## src/rtl/hazard_unit_p.sv

```systemverilog
// hazard_unit_p: decode-side forwarding, interlock, branch flush and MDU occupancy control
module hazard_unit_p #(
    parameter int NUM_SRC = 2,
    parameter int ADDR_W  = 5,
    parameter int MDU_LAT = 4,
    parameter int CNT_W   = 32
) (
    input  logic                      clk,
    input  logic                      resetn,
    input  logic [NUM_SRC*ADDR_W-1:0] rs_d,
    input  logic [NUM_SRC-1:0]        rs_used_d,
    input  logic [ADDR_W-1:0]         e_dst,
    input  logic [ADDR_W-1:0]         m_dst,
    input  logic [ADDR_W-1:0]         w_dst,
    input  logic                      e_wr,
    input  logic                      m_wr,
    input  logic                      w_wr,
    input  logic                      e_is_load,
    input  logic                      m_is_load,
    input  logic                      e_branch,
    input  logic                      e_mdu_start,
    output logic                      stall_f,
    output logic                      stall_d,
    output logic                      stall_e,
    output logic                      flush_d,
    output logic                      flush_e,
    output logic                      flush_m,
    output logic [2*NUM_SRC-1:0]      fwd_sel,
    output logic                      mdu_done,
    output logic [CNT_W-1:0]          stall_cnt
);
    localparam int CW = $clog2(MDU_LAT + 1);
    typedef enum logic [1:0] {IDLE, BUSY, DONE} state_t;
    state_t state, state_nx;
    logic [CW-1:0] cnt, cnt_nx;
    logic [NUM_SRC-1:0] me, mm, mw;
    logic dhaz, mdu_stall, done;
    // any E producer interlocks, so the E load flag carries no extra information
    logic unused_e_is_load;
    assign unused_e_is_load = e_is_load;
    for (genvar i = 0; i < NUM_SRC; i++) begin : g_src
        logic [ADDR_W-1:0] rs;
        assign rs = rs_d[i*ADDR_W +: ADDR_W];
        assign me[i] = rs_used_d[i] && e_wr && e_dst == rs && rs != '0;
        assign mm[i] = rs_used_d[i] && m_wr && m_dst == rs && rs != '0;
        assign mw[i] = rs_used_d[i] && w_wr && w_dst == rs && rs != '0;
        assign fwd_sel[2*i +: 2] = (mm[i] && !m_is_load) ? 2'b01 : mw[i] ? 2'b10 : 2'b00;
    end
    assign dhaz = |me || (|mm && m_is_load);
    always_comb begin
        state_nx = state;
        cnt_nx = cnt;
        mdu_stall = 1'b0;
        done = 1'b0;
        case (state)
            IDLE: if (e_mdu_start) begin
                mdu_stall = 1'b1;
                if (MDU_LAT == 2) state_nx = DONE;
                else begin
                    cnt_nx = CW'(MDU_LAT - 2);
                    state_nx = BUSY;
                end
            end
            BUSY: begin
                mdu_stall = 1'b1;
                if (cnt == CW'(1)) state_nx = DONE;
                else cnt_nx = cnt - 1'b1;
            end
            DONE: begin
                done = 1'b1;
                state_nx = IDLE;
            end
            default: state_nx = IDLE;
        endcase
    end
    // controls are forced low during reset; only the operand selects stay live
    assign stall_f  = resetn && (mdu_stall || (!e_branch && dhaz));
    assign stall_d  = stall_f;
    assign stall_e  = resetn && mdu_stall;
    assign flush_m  = stall_e;
    assign flush_d  = resetn && !mdu_stall && e_branch;
    assign flush_e  = resetn && !mdu_stall && (e_branch || dhaz);
    assign mdu_done = resetn && done;
    always_ff @(posedge clk or negedge resetn) begin
        if (!resetn) begin
            state <= IDLE;
            cnt <= '0;
            stall_cnt <= '0;
        end else begin
            state <= state_nx;
            cnt <= cnt_nx;
            if (stall_f && !(&stall_cnt)) stall_cnt <= stall_cnt + 1'b1;
        end
    end
endmodule

```

## config.mk

```make
export PLATFORM = sky130hd
export DESIGN_NAME = hazard_unit_p
export DESIGN_NICKNAME = d
export VERILOG_FILES = /design/src/rtl/hazard_unit_p.sv
export SDC_FILE = /design/constraint.sdc
export NUM_CORES = 1
export LEC_CHECK = 0
export BUFFER_PORTS_ARGS = -buffer_cell sky130_fd_sc_hd__buf_2
export CAP_MARGIN = 15
export CORE_UTILIZATION = 45
export CTS_CLUSTER_SIZE = 8
export DETAILED_ROUTE_END_ITERATION = 10
export HOLD_SLACK_MARGIN = 0.02
export PLACE_DENSITY = 0.76
export SETUP_SLACK_MARGIN = 0.4
export SLEW_MARGIN = 40
export SYNTH_ARGS = -nofsm -noshare
export SYNTH_HDL_FRONTEND = slang
export SYNTH_SLANG_ARGS = --single-unit
```

## constraint.sdc

```tcl
create_clock -name clk -period 4.4 [get_ports clk]
set_input_delay 0.44 -clock clk [delete_from_list [all_inputs] [get_ports clk]]
set_output_delay 0.44 -clock clk [all_outputs]
set_load 0.01 [all_outputs]
```

# Word-level counts from Yosys, hierarchy flattened
# Index checks and enable logic that the tools add are counted.
[word_totals]
word_cells = 75
ff_bits = 37
[classes]
reduce_logical = 45
muxes = 13
addsub = 2
eq_ne = 12
[ops]
columns = ["operator", "n"]
rows = [
  ["32-bit by 1-bit adder with 32-bit output (second input constant)", 1],
  ["32-bit AND reduction", 1],
  ["5-bit == test", 6],
  ["1-bit logical AND", 29],
  ["2-bit two-way mux", 6],
  ["5-bit nonzero test", 2],
  ["3-bit two-way mux", 2],
  ["2-bit != test (second input constant)", 3],
  ["3-bit case mux with 2 select lines", 1],
  ["1-bit logical NOT", 4],
  ["2-bit case mux with 2 select lines", 1],
  ["2-bit OR reduction", 2],
  ["3-bit by 1-bit == test with 1-bit output (second input constant)", 1],
  ["1-bit logical OR", 3],
  ["3-bit AND reduction", 1],
  ["3-bit by 1-bit subtractor with 3-bit output (second input constant)", 1],
  ["2-bit by 1-bit == test with 1-bit output (second input constant)", 1],
  ["2-bit == test (second input constant)", 1],
  ["2-bit logical NOT", 1],
  ["1-bit two-way mux", 2],
  ["1-bit case mux with 2 select lines", 1],
  ["2-bit AND reduction", 1],
  ["2-bit nonzero test", 1],
]

# Depth between registers and ports, before layout
[logic_depth]
ltp_word = 10
mapped_depth = 9
depth_no_buf = 8

# Worst setup path after synthesis
# No wires, ideal clock.
[synth_timing]
path_type = "in2out"
startpoint = "in rs_d[0]"
endpoint = "out stall_f"
stages = 7
path_buffers = 1
t_required_ps = 3960
t_arrival_ps = 1870
slack_ps = 2090
cell_sequence = "or4_1 > o21ai_2 > nand4b_1 > a21boi_2 > o21ai_4 > inv_4 > buf_4"
[synth_between]
elab_chain_cells = 9
[synth_rtl]
columns = ["item", "line", "rtl"]
rows = [
  ["from (decl)", "10", "input logic [NUM_SRC*ADDR_W-1:0] rs_d,"],
  ["5-bit == test", "45", "assign mm[i] = rs_used_d[i] && m_wr && m_dst == rs && rs != '0;"],
  ["1-bit logical AND (2 in series)", "45", ""],
  ["2-bit OR reduction", "49", "assign dhaz = |me || (|mm && m_is_load);"],
  ["1-bit logical AND", "49", ""],
  ["1-bit logical OR (*)", "49", ""],
  ["1-bit logical AND (*)", "77", "assign stall_f = resetn && (mdu_stall || (!e_branch && dhaz));"],
  ["1-bit logical OR (*)", "77", ""],
  ["1-bit logical AND (*)", "77", ""],
  ["to (decl)", "22", "output logic stall_f,"],
]
# Every way passes the cells marked *; elsewhere a longest branch is shown, timed or not.

# Worst setup path in the final report
# Same ends and word-level chain as after synthesis.

==> out/summary.txt <==
Routed len/inst -> 13.4 um
Power Dens Cells -> 375 nW/um^2
Most frequent CP cell -> buf_2
DP Worst Slack -> 1410 ps
Clock transition at path regs -> 70 ps
VDD IR-drop max -> 0.181 mV
Tcrit/Tclk final -> 0.677
CP peak stage delay -> 630 ps
Yosys top cell by area -> dfrtp_1
TritonRoute pass-1 iters -> 4
Core area -> 5110 sq um
WL final -> 5180 um
WS Path Type -> in -> out
Area Overhead vs Synth -> 21.8%
First-pass GRT wire length -> 8610 um
IO Pins -> 79
Initial DRC count -> 93
F_max -> 336 MHz
Final HPWL DP -> 3900 um
Register area share after synthesis -> 0.389
Post-CTS Setup Repair Bufs -> 0
Startpoint types -> input pin
Post-Synthesis Cell Area -> 2380 sq um
Non-Filler Instances -> 385
Worst setup margin -> 1420 ps
Syn avg cell area -> 10.0 sq um
Die height -> 74.7 um
Layout cell share with drive strength beyond 1 -> 0.330
CTS Root Cell -> clkbuf_8
Required @ worst endpoint -> 3960 ps
Max Cap Viol -> 0
N_diodes -> 0
Vias in the first global route -> 1911
Die W -> 74.7 um
Outcome -> complete, no violations
Clock Skew -> 2.34 ps
DP Cell Count -> 378
CTS Hold Bufs -> 0
Die area -> 5580 sq um
Arrival time at the worst endpoint -> 2540 ps
Netlist cell types -> 43
CP max-delay cell -> o21ai_4
TNS Setup -> 0 ps
Grt total ovfl -> 0
Leakage power -> 0.00147 uW
Dominant cell by count in the synthesized netlist -> xor2_1
Drc violations -> 0
Largest net degree at the start of global routing -> 42
Clock buffer depth -> 2
Top post-synthesis cells by area -> dfrtp_1 (39%), xor2_1 (18%), nor4_2 (4.2%)
Max-slew headroom -> 0.492
Layout fillers -> 458
Async S/R FF share, synth -> 1.00
Synth Net Count -> 276
HP Class -> in -> async
Remaining antenna violation count -> 0
Actual slew at the worst max-slew pin -> 759 ps
Vias -> 2043
Ys flop type -> dfrtp_1
Post_cts resized -> 0
Hold Fails Final Rpt -> 0
Syn Inst Count -> 237
Initial antenna violation count -> 0
Total CTS buffers -> 5
Yosys Warn Count -> 0
CTS tree -> done
Count of pins over their slew limit -> 0
RSZ-0062 raised after global routing -> false
PortBufs -> 77
Via density -> 5.31
Clock Latency Late Sink -> 290 ps
Register bit total from synthesis -> 37
GPL Wtd Cong -> 0.787
Synth top cells by count -> xor2_1 (49), dfrtp_1 (37), nand3_1 (16), nand2_1 (14), nor2_1 (13)
GRT Total Usage -> 0.200
CP Cell Sequence -> buf_2 -> or4_1 -> o21ai_2 -> nand4b_1 -> a21boi_2 -> o21ai_4 -> inv_4 -> buf_2
# nets final -> 354
Fin util -> 0.567
H-tree level count -> 2
Core Rows -> 26
Crit end category -> output pin
Starting Density -> 0.465
Final worst path period need -> 2980 ps
Sink Count -> 37
Top cell type's share of synthesized area -> 0.389
Crit Path Max Fanout -> 24
Number of synthesized flops with an enable pin -> 0
Setup violations, final -> 0
## logic make-up after synthesis
group                      Yosys count  synth area share
muxes                                1           0.00474
xor gates and xnor gates            60             0.221
buffers and inverters               14            0.0347
DFF                                 37             0.389
AOI/OAI and AO/OA                   17            0.0595
and+or+nand+nor                    105             0.275
adders and majority gates            3            0.0158
## cell usage in the layout (no fill, tap or decap), types with 2 or more instances in the layout
cell type   n
a31oi_1     2
and4_1      4
nor2_1     13
and4bb_1    2
and3_2      2
clkbuf_8    6
nand4_1     7
and2_1      3
inv_1       6
nor3_1      9
a21oi_1     2
dfrtp_1    37
buf_2      77
and3_1     10
nor4_1      7
nand3_1    16
xor2_1     49
ha_1        3
o21ai_0     3
nand4b_1    2
o21ai_4     2
a22o_1      2
nand2_1    14
nor4_2      9
xnor2_1    11
## where the power goes
group | switching [uW] | leakage, uW | internal (uW)
combinational | 218 | 0.000949 | 155
sequential | 67.4 | 0.000475 | 404
clock | 117 | 0.0000443 | 124
## registers in the layout (all words and copies together) (netlist names)
register,count
cnt,3
stall_cnt,32
state,2
## through the flow
stage	hold WS [ps]	area, sq um	power [uW]
finish	202	2900	1090
floorplan	144	2380	732
detailed placement	477	2800	854
global route	245	2900	1170
CTS	225	2890	1100
global placement	468	2800	839
## worst max-delay path, delay by kind of cell
family                 cells  cell delay (ps)
AOI/OAI and AO/OA          3              920
buffers and inverters      3              460
and+or+nand+nor            2              710
## path summary, 6_finish.rpt
check	start	endpoint	slack [ps]	cells past startpoint
setup reg to reg	stall_cnt[13]	stall_cnt[1]	1790	6
min in group clk	stall_cnt[7]	stall_cnt[7]	480	1
hold / removal	resetn	stall_cnt[18]	200	2
max in group asynchronous	resetn	stall_cnt[4]	3830	2
hold reg to reg	stall_cnt[7]	stall_cnt[7]	480	1
setup / recovery	rs_d[0]	stall_f	1420	8
## metal layers
metal  GRT usage  vias up  wire length [um]
met4      0.0566        0                63
met2       0.347       51              2590
met3      0.0402        5               175
li1            -      994                 -
met5           0        -                 0
met1       0.254      993              2350
## cell type report
cell class	count	area [sq um]	share of cell area
inverters	7	28.8	0.00994
clock buffers	7	86.3	0.0298
well taps	70	87.6	0.0302
flip-flops and latches	37	926	0.320
repair buffers	78	393	0.136
multi-input cells	186	1380	0.475
Power figures use the tool's default switching activity.
